==> src/rtl/riscv_config_pkg.sv <==
// Core-wide defaults for the multi-cycle divider.
package riscv_config_pkg;

  // Nominal divider latency from start to done, in cycles.
  localparam int unsigned DEFAULT_DIV_LATENCY = 4;
  // Watchdog limit for one divide; must exceed the divider latency.
  localparam int unsigned DEFAULT_DIV_TIMEOUT = 64;

endpackage

==> src/rtl/riscv_exception_pkg.sv <==
// Exception cause codes shared by the execute-stage functional units.
package riscv_exception_pkg;

  localparam logic [31:0] CAUSE_ILLEGAL_INSTRUCTION = 32'd2;

endpackage

==> src/rtl/riscv_types_pkg.sv <==
// Shared RV32M divider types: funct3 op codes and the issue-controller state encoding.
package riscv_types_pkg;

  // funct3 encodings of the RV32M divide/remainder instructions.
  typedef enum logic [2:0] {
    DIV_OP_DIV  = 3'b100,
    DIV_OP_DIVU = 3'b101,
    DIV_OP_REM  = 3'b110,
    DIV_OP_REMU = 3'b111
  } div_op_e;

  // States of the divider issue controller.
  typedef enum logic [2:0] {
    ST_IDLE  = 3'd0,
    ST_ISSUE = 3'd1,
    ST_WAIT  = 3'd2,
    ST_DRAIN = 3'd3,
    ST_RESP  = 3'd4
  } div_issue_state_e;

endpackage

==> src/rtl/div_issue_ctrl.sv <==
// div_issue_ctrl: initiator side of the multi-cycle divider start/done handshake.
// Takes one DIV/DIVU/REM/REMU request at a time, pulses start with held operands,
// waits for done (with a watchdog) and returns the result over valid/ready.
// Build macro DIV_ISSUE_FASTPATH_EN: resolve divide-by-zero and signed overflow
// at accept time and answer without starting the divider.
module div_issue_ctrl
  import riscv_types_pkg::*;
  import riscv_exception_pkg::*;
  import riscv_config_pkg::*;
#(
  parameter int unsigned DATA_WIDTH     = 32,
  parameter int unsigned TAG_WIDTH      = 5,
  parameter int unsigned TIMEOUT_CYCLES = DEFAULT_DIV_TIMEOUT
) (
  input  logic                  clk_i,
  input  logic                  rst_ni,
  input  logic                  req_valid_i,
  output logic                  req_ready_o,
  input  logic [2:0]            req_op_i,
  input  logic [DATA_WIDTH-1:0] req_a_i,
  input  logic [DATA_WIDTH-1:0] req_b_i,
  input  logic [TAG_WIDTH-1:0]  req_tag_i,
  input  logic                  flush_i,
  output logic                  div_start_o,
  output logic [2:0]            div_op_o,
  output logic [DATA_WIDTH-1:0] div_a_o,
  output logic [DATA_WIDTH-1:0] div_b_o,
  input  logic [DATA_WIDTH-1:0] div_result_i,
  input  logic                  div_done_i,
  input  logic                  div_exc_valid_i,
  input  logic [31:0]           div_exc_cause_i,
  output logic                  rsp_valid_o,
  input  logic                  rsp_ready_i,
  output logic [DATA_WIDTH-1:0] rsp_result_o,
  output logic [TAG_WIDTH-1:0]  rsp_tag_o,
  output logic                  rsp_exc_valid_o,
  output logic [31:0]           rsp_exc_cause_o,
  output logic                  busy_o,
  output logic                  timeout_o
);

  localparam int unsigned      CNT_W    = $clog2(TIMEOUT_CYCLES + 1);
  // Counter value in the last cycle the watchdog still allows.
  localparam logic [CNT_W-1:0] CNT_LAST = CNT_W'(TIMEOUT_CYCLES - 1);

  div_issue_state_e      state_q, state_d;
  logic [2:0]            op_q, op_d;
  logic [DATA_WIDTH-1:0] a_q, a_d;
  logic [DATA_WIDTH-1:0] b_q, b_d;
  logic [TAG_WIDTH-1:0]  tag_q, tag_d;
  logic [DATA_WIDTH-1:0] result_q, result_d;
  logic                  exc_valid_q, exc_valid_d;
  logic [31:0]           exc_cause_q, exc_cause_d;
  logic [CNT_W-1:0]      cnt_q, cnt_d;
  logic                  timeout_q, timeout_d;

`ifdef DIV_ISSUE_FASTPATH_EN
  // Operand patterns the divider would flag anyway: b == 0, or signed MIN / -1.
  function automatic logic fast_hit(input logic [2:0] op,
                                    input logic [DATA_WIDTH-1:0] a,
                                    input logic [DATA_WIDTH-1:0] b);
    logic ovf;
    ovf = !op[0] && (a == {1'b1, {(DATA_WIDTH-1){1'b0}}}) && (&b);
    return (b == '0) || ovf;
  endfunction

  // Architectural result for those patterns (op[1] selects REM/REMU).
  function automatic logic [DATA_WIDTH-1:0] fast_result(input logic [2:0] op,
                                                        input logic [DATA_WIDTH-1:0] a,
                                                        input logic [DATA_WIDTH-1:0] b);
    if (b == '0) return op[1] ? a : '1;
    return op[1] ? '0 : a;
  endfunction
`endif

  // Next-state and datapath-register logic for the issue FSM.
  always_comb begin
    // NOTE: every variable gets a default here so no path leaves it unassigned,
    // which would otherwise infer a latch.
    state_d     = state_q;
    op_d        = op_q;
    a_d         = a_q;
    b_d         = b_q;
    tag_d       = tag_q;
    result_d    = result_q;
    exc_valid_d = exc_valid_q;
    exc_cause_d = exc_cause_q;
    cnt_d       = cnt_q;
    timeout_d   = timeout_q;

    unique case (state_q)
      ST_IDLE: begin
        // A flush in the accept cycle kills the request before it is taken.
        if (req_valid_i && !flush_i) begin
          op_d  = req_op_i;
          a_d   = req_a_i;
          b_d   = req_b_i;
          tag_d = req_tag_i;
`ifdef DIV_ISSUE_FASTPATH_EN
          if (fast_hit(req_op_i, req_a_i, req_b_i)) begin
            result_d    = fast_result(req_op_i, req_a_i, req_b_i);
            exc_valid_d = 1'b1;
            exc_cause_d = CAUSE_ILLEGAL_INSTRUCTION;
            state_d     = ST_RESP;
          end else begin
            state_d = ST_ISSUE;
          end
`else
          state_d = ST_ISSUE;
`endif
        end
      end

      ST_ISSUE: begin
        // The divider cannot be aborted, so a flush here still starts it and drains.
        cnt_d   = '0;
        state_d = flush_i ? ST_DRAIN : ST_WAIT;
      end

      ST_WAIT: begin
        cnt_d = cnt_q + 1'b1;
        if (div_done_i) begin
          if (flush_i) begin
            state_d = ST_IDLE;
          end else begin
            result_d    = div_result_i;
            exc_valid_d = div_exc_valid_i;
            exc_cause_d = div_exc_cause_i;
            state_d     = ST_RESP;
          end
        end else if (flush_i) begin
          state_d = ST_DRAIN;
        end else if (cnt_q == CNT_LAST) begin
          result_d    = '0;
          exc_valid_d = 1'b1;
          exc_cause_d = CAUSE_ILLEGAL_INSTRUCTION;
          timeout_d   = 1'b1;
          state_d     = ST_RESP;
        end
      end

      ST_DRAIN: begin
        cnt_d = cnt_q + 1'b1;
        if (div_done_i) begin
          state_d = ST_IDLE;
        end else if (cnt_q == CNT_LAST) begin
          timeout_d = 1'b1;
          state_d   = ST_IDLE;
        end
      end

      ST_RESP: begin
        // Flush and ready both retire the response; either way back to IDLE.
        if (flush_i || rsp_ready_i) state_d = ST_IDLE;
      end

      default: state_d = ST_IDLE;
    endcase
  end

  // State, operand, response, counter and sticky-timeout registers.
  always_ff @(posedge clk_i or negedge rst_ni) begin
    if (!rst_ni) begin
      // NOTE: the operand and response registers are reset along with the FSM so
      // every output reads 0 after reset, not just the control bits.
      state_q     <= ST_IDLE;
      op_q        <= '0;
      a_q         <= '0;
      b_q         <= '0;
      tag_q       <= '0;
      result_q    <= '0;
      exc_valid_q <= 1'b0;
      exc_cause_q <= '0;
      cnt_q       <= '0;
      timeout_q   <= 1'b0;
    end else begin
      // NOTE: non-blocking assignments so every register updates from the same
      // pre-edge values regardless of statement order.
      state_q     <= state_d;
      op_q        <= op_d;
      a_q         <= a_d;
      b_q         <= b_d;
      tag_q       <= tag_d;
      result_q    <= result_d;
      exc_valid_q <= exc_valid_d;
      exc_cause_q <= exc_cause_d;
      cnt_q       <= cnt_d;
      timeout_q   <= timeout_d;
    end
  end

  assign req_ready_o     = (state_q == ST_IDLE);
  assign busy_o          = (state_q != ST_IDLE);
  assign div_start_o     = (state_q == ST_ISSUE);
  assign rsp_valid_o     = (state_q == ST_RESP);
  assign div_op_o        = op_q;
  assign div_a_o         = a_q;
  assign div_b_o         = b_q;
  assign rsp_result_o    = result_q;
  assign rsp_tag_o       = tag_q;
  assign rsp_exc_valid_o = exc_valid_q;
  assign rsp_exc_cause_o = exc_cause_q;
  assign timeout_o       = timeout_q;

endmodule

==> config.mk <==
export PLATFORM = sky130hd
export DESIGN_NAME = div_issue_ctrl
export DESIGN_NICKNAME = d
export VERILOG_FILES = /design/src/rtl/riscv_config_pkg.sv /design/src/rtl/riscv_exception_pkg.sv /design/src/rtl/riscv_types_pkg.sv /design/src/rtl/div_issue_ctrl.sv
export SDC_FILE = /design/constraint.sdc
export NUM_CORES = 1
export LEC_CHECK = 0
export ABC_CLOCK_PERIOD_IN_PS = 2400
export CAP_MARGIN = 40
export CELL_PAD_IN_SITES_DETAIL_PLACEMENT = 0
export CELL_PAD_IN_SITES_GLOBAL_PLACEMENT = 1
export CORE_ASPECT_RATIO = 1.2
export CORE_MARGIN = 1
export CORE_UTILIZATION = 33
export DETAILED_ROUTE_END_ITERATION = 8
export PLACE_DENSITY = 0.8
export SLEW_MARGIN = 0
export SYNTH_ARGS = -nofsm -noshare
export SYNTH_HDL_FRONTEND = slang
export SYNTH_SLANG_ARGS = --single-unit
export TNS_END_PERCENT = 30
==> constraint.sdc <==
create_clock -name clk_i -period 2.4 [get_ports clk_i]
set_clock_uncertainty 0.15 [all_clocks]
set_input_delay 0.24 -clock clk_i [delete_from_list [all_inputs] [get_ports clk_i]]
set_output_delay 0.24 -clock clk_i [all_outputs]
set_load 0.03 [all_outputs]
==> results of run 1 <==
==> layout by cell type, fill, tap and decap left out, drive strengths merged, types with 2 or more instances in the layout <==
cell type,count
a21oi,2
buf,27
bufinv,2
clkbuf,18
clkdlybuf4s50,279
clkinv,2
clkinvlp,3
dfrtp,148
dlygate4sd2,2
inv,12
mux2,72
nand2,75
nand3,132
nor2,4
nor2b,3
nor4bb,2
o211ai,66
o21ai,7
o221a,2
o31ai,2
or4,2
==> power by group <==
part	switching (W)	internal, W	leakage [nW]	total (W)
sequential	0.000650	0.00350	1.61	0.00415
combinational	0.00357	0.00324	2.68	0.00681
clock	0.00116	0.00157	0.284	0.00273
total	0.00537	0.00831	4.58	0.0137
==> cell type report <==
type / instances / area (um^2) / area share [%]
Sequential cell: 148 / 3700 / 34.8
Timing Repair Buffer: 310 / 3150 / 29.6
Multi-Input combinational cell: 385 / 2840 / 26.7
Clock buffer: 18 / 429 / 4.03
Tap cell: 265 / 332 / 3.12
Clock inverter: 14 / 169 / 1.59
Inverter: 5 / 18.8 / 0.176
==> sequential cells by signal (all words and copies together) (netlist names), 3 cells and up <==
| register | cells |
|---|---|
| div_a_o | 32 |
| rsp_tag_o | 5 |
| div_op_o | 3 |
| div_b_o | 32 |
| rsp_result_o | 32 |
| rsp_exc_cause_o | 32 |
| cnt_q | 7 |
| state_q | 3 |
==> logic make-up after synthesis <==
logic type,count (synthesis)
AOI/OAI and AO/OA,84
and+or+nand+nor,228
muxes,72
buffers and inverters,58
DFF,148
adders and majority gates,1
==> stage by stage <==
stage | worst slack, ps | utilization, % | instance area (um^2)
global placement | 205 | 49.4 | 10000
finish | 85.8 | 52.3 | 10600
floorplan | 540 | - | 6880
detailed placement | 168 | 49.4 | 10000
global route | 27.2 | 52.3 | 10600
CTS | 63.3 | 52.3 | 10600
==> routing by layer <==
metal	vias to the layer above	track usage [%]	wire, um
met3	21	7.14	1890
met5	-	0	13
li1	2683	-	-
met1	2692	24.6	8860
met4	2	5.42	288
met2	255	30.3	9500
==> worst min path at each step <==
stage                           from                           end  slack (ps)
after floorplan               rst_ni          cnt_q[0]$_DFFE_PN0P_        -210
after global placement        rst_ni  rsp_result_o[27]$_DFFE_PN0P_         110
after detailed placement      rst_ni  rsp_result_o[24]$_DFFE_PN0P_         110
after CTS                 div_done_i        state_q[1]$_DFFE_PN0P_         170
after global routing      div_done_i        state_q[1]$_DFFE_PN0P_         190
final                     div_done_i        state_q[1]$_DFFE_PN0P_         180
==> worst min-delay path: stages <==
cell and delay [ps]:
buf_2 120, inv_2 150, o311ai_0 140, nand2_1 60
==> timing repair <==
action                                  4_1_cts  5_1_grt
endpoints found under the setup margin        3        1
endpoints found under the hold margin        49        0
gates resized for setup                       3        1
hold buffers                                  1        0
==> impl_metrics.json, run 1 <==
{
  "outcome": "finished clean",
  "setup_viol": 0,
  "r2r_start": "state_q[2]$_DFFE_PN0P_",
  "fp.dieArea_mm2": 0.0214,
  "powerDensity_mw_per_mm2": 1290,
  "critical-path-top-delay-family": "buffers and inverters",
  "horizontal_extent_of_the_die_um": 134,
  "grt_pass1_vias": 5775,
  "maxCapViolCount": 0,
  "grt_first_pass_wirelength_mm": 32.1,
  "worst_ep_required_time_ps": 2010,
  "clkLatencyLatePin_ps": 420,
  "reg2reg_slack_ps": 440,
  "post-synth-top-count-cell": "dfrtp_1",
  "io_pins": 285,
  "ant_nets": 0,
  "timing.hold.worst_path_depth": 4,
  "cts_tree": "yes",
  "crit_fanout": 7,
  "grt_util_all_layers_pct": 19.2,
  "worst_setup_path_startpoint": "state_q[2]$_DFFE_PN0P_",
  "finish.net_count": 1011,
  "area_growth_syn_to_layout_pct": 54.6,
  "most_frequent_cells_after_synthesis": "dfrtp_1, nand3_1, nand2_1",
  "wl_per_cell_um": 17.9,
  "critical_path_class": "register to output pin",
  "clkSinkCount": 148,
  "synth-adder-area-share_pct": 0.182,
  "synthesis.area_per_instance_um2": 11.6,
  "cellLeakagePower_nw": 4.58,
  "drive_above_1_share_pct": 16.0,
  "fin_crit_sh_pct": 96.4,
  "post_drt_via_cell_ratio": 4.94,
  "rsz0062_at_grt": "no",
  "drc_errors": 0,
  "worst_hold_path_type": "primary input to register",
  "r2r.worst_path.cells": 5,
  "synth_edf_count": 0,
  "nFillCells": 1817,
  "placement.io_buffers": 284,
  "post_synth_instance_area_mm2": 0.00688,
  "cts_root_buffer": "clkbuf_16",
  "dp_hpwl_mm": 14.1,
  "grt_antenna_before_repair": 1,
  "kind_of_start_point_of_the_critical_path": "register",
  "clkSlewWorstSetupHoldPaths_ps": 60,
  "numPlacedInstances": 1112,
  "worst_slew_margin_rel_pct": 62.8,
  "drt_wl_total_mm": 20.5,
  "cts_buffers": 17,
  "path_buf_inv": 1,
  "antenna_cells_inserted": 0,
  "crit_cells": 2,
  "max_freq_mhz": 432,
  "cp_slowest_cell": "clkdlybuf4s50_1",
  "synth_top_family_by_area": "simple AND/OR/NAND/NOR gates",
  "largest_stage_delay_on_the_critical_path_ps": 620,
  "fin_hold_ws_ps": 183,
  "start_util_pct": 33.9,
  "cts_max_path_buffers": 2,
  "drt_pass1_iterations": 5,
  "chipHeight_um": 160,
  "worstPathArrival_ps": 1920,
  "cts_max_level": 4,
  "vias": 5653,
  "drt_iter0_drc": 207,
  "postSynth.topFlopCell": "dfrtp_1",
  "place.gp.congestion": 0.743,
  "final_max_slew_viol_count": 0,
  "placeableCoreArea_mm2": 0.0203,
  "yosysWarningCount": 0,
  "postSynthRegisterBits": 148,
  "timing.critical_path.to": "busy_o",
  "netlist-cell-type-count": 39,
  "rows": 57,
  "post-synth-top-area-cell": "dfrtp_1",
  "post_synth_and_or_nand_nor_area_fraction_pct": 16.5,
  "synth.top_cells.by_area": "dfrtp_1, mux2_4, nand3_1, o211ai_1, nand2_1",
  "cts.repair_timing.setup_buffer_count": 0,
  "final_cells": 1145,
  "synth_top_area_share_pct": 53.8,
  "synth-seq-area-share_pct": 53.8,
  "fin_tns_setup_ps": 0,
  "grt.overflow.total": 0,
  "ir_drop_mv": 0.729,
  "worstReg2RegEnd": "rsp_exc_cause_o[16]$_DFFE_PN0P_",
  "synth_compound_gate_area_share_pct": 9.02,
  "finalPower_w": 0.0137,
  "synth_nets": 735,
  "syn-instance-count": 591,
  "post_synth_mux_area_share_pct": 15.6,
  "finalHoldViolCount": 0,
  "synthXorXnorAreaFrac_pct": 0,
  "tightest_slew_ps": 559,
  "critPathCaptureType": "output pin",
  "final.min_clock_period_ps": 2310,
  "postSynth.asyncResetShare_pct": 100,
  "path_cells": "or3_4 -> clkdlybuf4s50_1",
  "grt_max_degree": 70
}
Power figures use the tool's default switching activity.
==> run 2, diff against run 1 <==
--- a/config.mk
+++ b/config.mk
@@ -13,8 +13,9 @@
 export CORE_MARGIN = 1
 export CORE_UTILIZATION = 33
 export DETAILED_ROUTE_END_ITERATION = 8
+export GPL_TIMING_DRIVEN = 0
 export PLACE_DENSITY = 0.8
-export SLEW_MARGIN = 0
+export SLEW_MARGIN = 20
 export SYNTH_ARGS = -nofsm -noshare
 export SYNTH_HDL_FRONTEND = slang
 export SYNTH_SLANG_ARGS = --single-unit
==> run 2 against run 1 <==
  * Total power decreased by 1.4%
  * Highest routed layer is now met4
  * Sequential share of layout area about the same
  * Largest power group unchanged
  * Flip-flop and latch count unchanged
==> impl_metrics.json, run 2 (synthesis results as in run 1) <==
{
  "route.met2.wl_mm": 9.86,
  "ant_nets": 0,
  "chipHeight_um": 160,
  "grt.overflow.total": 0,
  "wl_per_cell_um": 17.9,
  "finalPower_w": 0.0135,
  "cp_slowest_cell": "or3b_2",
  "drt_pass1_iterations": 4,
  "ff_latch_area_mm2": 0.00370,
  "reg2reg_slack_ps": 160,
  "met1Wirelength_mm": 8.97,
  "clkSinkCount": 148,
  "cellLeakagePower_nw": 4.58,
  "nFillCells": 1853,
  "fp.dieArea_mm2": 0.0214,
  "finalHoldViolCount": 0,
  "crit_fanout": 10,
  "grt_pass1_vias": 5880,
  "worstPathArrival_ps": 1930,
  "grt_first_pass_wirelength_mm": 33.5,
  "grt_max_degree": 84,
  "rsz0062_at_grt": "no",
  "detailedPlace.worstSlack_ps": -16.6,
  "finish.net_count": 1039,
  "maxCapViolCount": 0,
  "fin_area_mm2": 0.0106,
  "cts_max_level": 4,
  "area_growth_syn_to_layout_pct": 54.6,
  "worst_hold_path_type": "primary input to async pin",
  "largest_stage_delay_on_the_critical_path_ps": 520,
  "ir_drop_mv": 0.746,
  "cts_max_path_buffers": 2,
  "critical_path_class": "register to output pin",
  "wl_met3_mm": 1.96,
  "max_freq_mhz": 431,
  "cts.repair_timing.setup_buffer_count": 0,
  "setup_viol": 0,
  "vias": 5838,
  "worst_ep_required_time_ps": 2010,
  "path_buf_inv": 3,
  "clkSlewWorstSetupHoldPaths_ps": 70,
  "fin_crit_sh_pct": 96.7,
  "rows": 57,
  "final.min_clock_period_ps": 2320,
  "cts_root_buffer": "clkbuf_16",
  "outcome": "finished clean",
  "maxUsedRoutingLayer": "met4",
  "start_util_pct": 33.9,
  "grt_util_all_layers_pct": 20.0,
  "placeableCoreArea_mm2": 0.0203,
  "place.gp.congestion": 0.779,
  "final_common_cell": "clkdlybuf4s50_1",
  "placement.io_buffers": 283,
  "cts_buffers": 17,
  "drt_wl_total_mm": 21.0,
  "drive_above_1_share_pct": 15.0,
  "post-route-worst-setup-slack_ps": 80.2,
  "total_area_of_multi_input_combinational_cells_mm2": 0.00284,
  "dp_hpwl_mm": 15.1,
  "worst_slew_margin_rel_pct": 57.3,
  "grt_antenna_before_repair": 0,
  "path_cells": "buf_4 -> or3b_2 -> inv_1 -> clkdlybuf4s15_2",
  "drc_errors": 0,
  "tightest_slew_ps": 641,
  "drt_iter0_drc": 294,
  "mostFrequentLayoutCells": "clkdlybuf4s50_1, dfrtp_1, nand3_1, nand2_1, mux2_4",
  "antenna_cells_inserted": 0,
  "critPathCaptureType": "output pin",
  "post_drt_via_cell_ratio": 4.98,
  "horizontal_extent_of_the_die_um": 134,
  "clkLatencyLatePin_ps": 410,
  "critical-path-top-delay-family": "buffers and inverters",
  "powerDensity_mw_per_mm2": 1270,
  "io_pins": 285,
  "final_max_slew_viol_count": 0,
  "dpl-instance-area_mm2": 0.0101,
  "kind_of_start_point_of_the_critical_path": "register",
  "cts_tree": "yes"
}
==> run 2: final timing paths <==
kind / start / endpoint / depth (start not counted)
worst min-delay path: rst_ni / rsp_result_o[27]$_DFFE_PN0P_ / 2
max in group asynchronous: rst_ni / div_b_o[0]$_DFFE_PN0P_ / 3
worst max register to register: cnt_q[0]$_DFFE_PN0P_ / rsp_result_o[19]$_DFFE_PN0P_ / 6
min in group clk_i: div_result_i[22] / rsp_result_o[22]$_DFFE_PN0P_ / 3
worst max-delay path: state_q[1]$_DFFE_PN0P_ / div_start_o / 4
worst min register to register: timeout_o$_DFFE_PN0P_ / timeout_o$_DFFE_PN0P_ / 2
==> run 2: where the power goes <==
group | total, W | internal [W] | switching [W] | leakage, nW
combinational | 0.00685 | 0.00326 | 0.00360 | 2.70
clock | 0.00249 | 0.00135 | 0.00114 | 0.261
sequential | 0.00414 | 0.00350 | 0.000640 | 1.61
total | 0.0135 | 0.00811 | 0.00538 | 4.58
==> run 2: cell type report <==
cell class                      count  share of cell area (%)
Buffer                             53                    3.02
Sequential cell                   148                    34.8
Tap cell                          265                    3.12
Multi-Input combinational cell    385                    26.7
Clock buffer                       18                    4.03
Inverter                            5                   0.176
Timing Repair Buffer              285                    27.0
Clock inverter                     14                    1.11
==> run 2: worst reg2reg max path: cells and delay by family (launching register included) <==
| kind | cells | cell delay (ps) |
|---|---|---|
| flip-flops | 1 | 410 |
| AND/OR/NAND/NOR | 2 | 340 |
| adder cells (fa/ha/maj) | 1 | 250 |
| buffers and inverters | 2 | 860 |
| AO/OA/AOI/OAI | 1 | 170 |
==> run 2: per-layer routing <==
| metal | global-route usage [%] | up-vias |
|---|---|---|
| li1 | - | 2748 |
| met1 | 26.2 | 2819 |
| met2 | 31.8 | 256 |
| met3 | 6.86 | 15 |
| met4 | 4.65 | 0 |
| met5 | 0 | - |
==> run 2: per-stage QoR <==
| step | cells | setup TNS, ps | hold WS [ps] | utilization [%] |
|---|---|---|---|---|
| 3_3_place_gp | 1139 | -809310 | 302 | 49.4 |
| 4_1_cts | 1173 | 0 | 229 | 52.3 |
| 3_5_place_dp | 1140 | -54.6 | 80.1 | 49.6 |
| 6_report | 1173 | 0 | 207 | 52.3 |
| 2_1_floorplan | 591 | 0 | -206 | - |
| 5_1_grt | 1173 | 0 | 254 | 52.3 |
==> run 2: repair_timing <==
action,CTS,global route
cloned,0,0
hold buffers,1,0
setup endpoints to repair,2,1
resized for setup,4,1
hold endpoints to repair,65,0
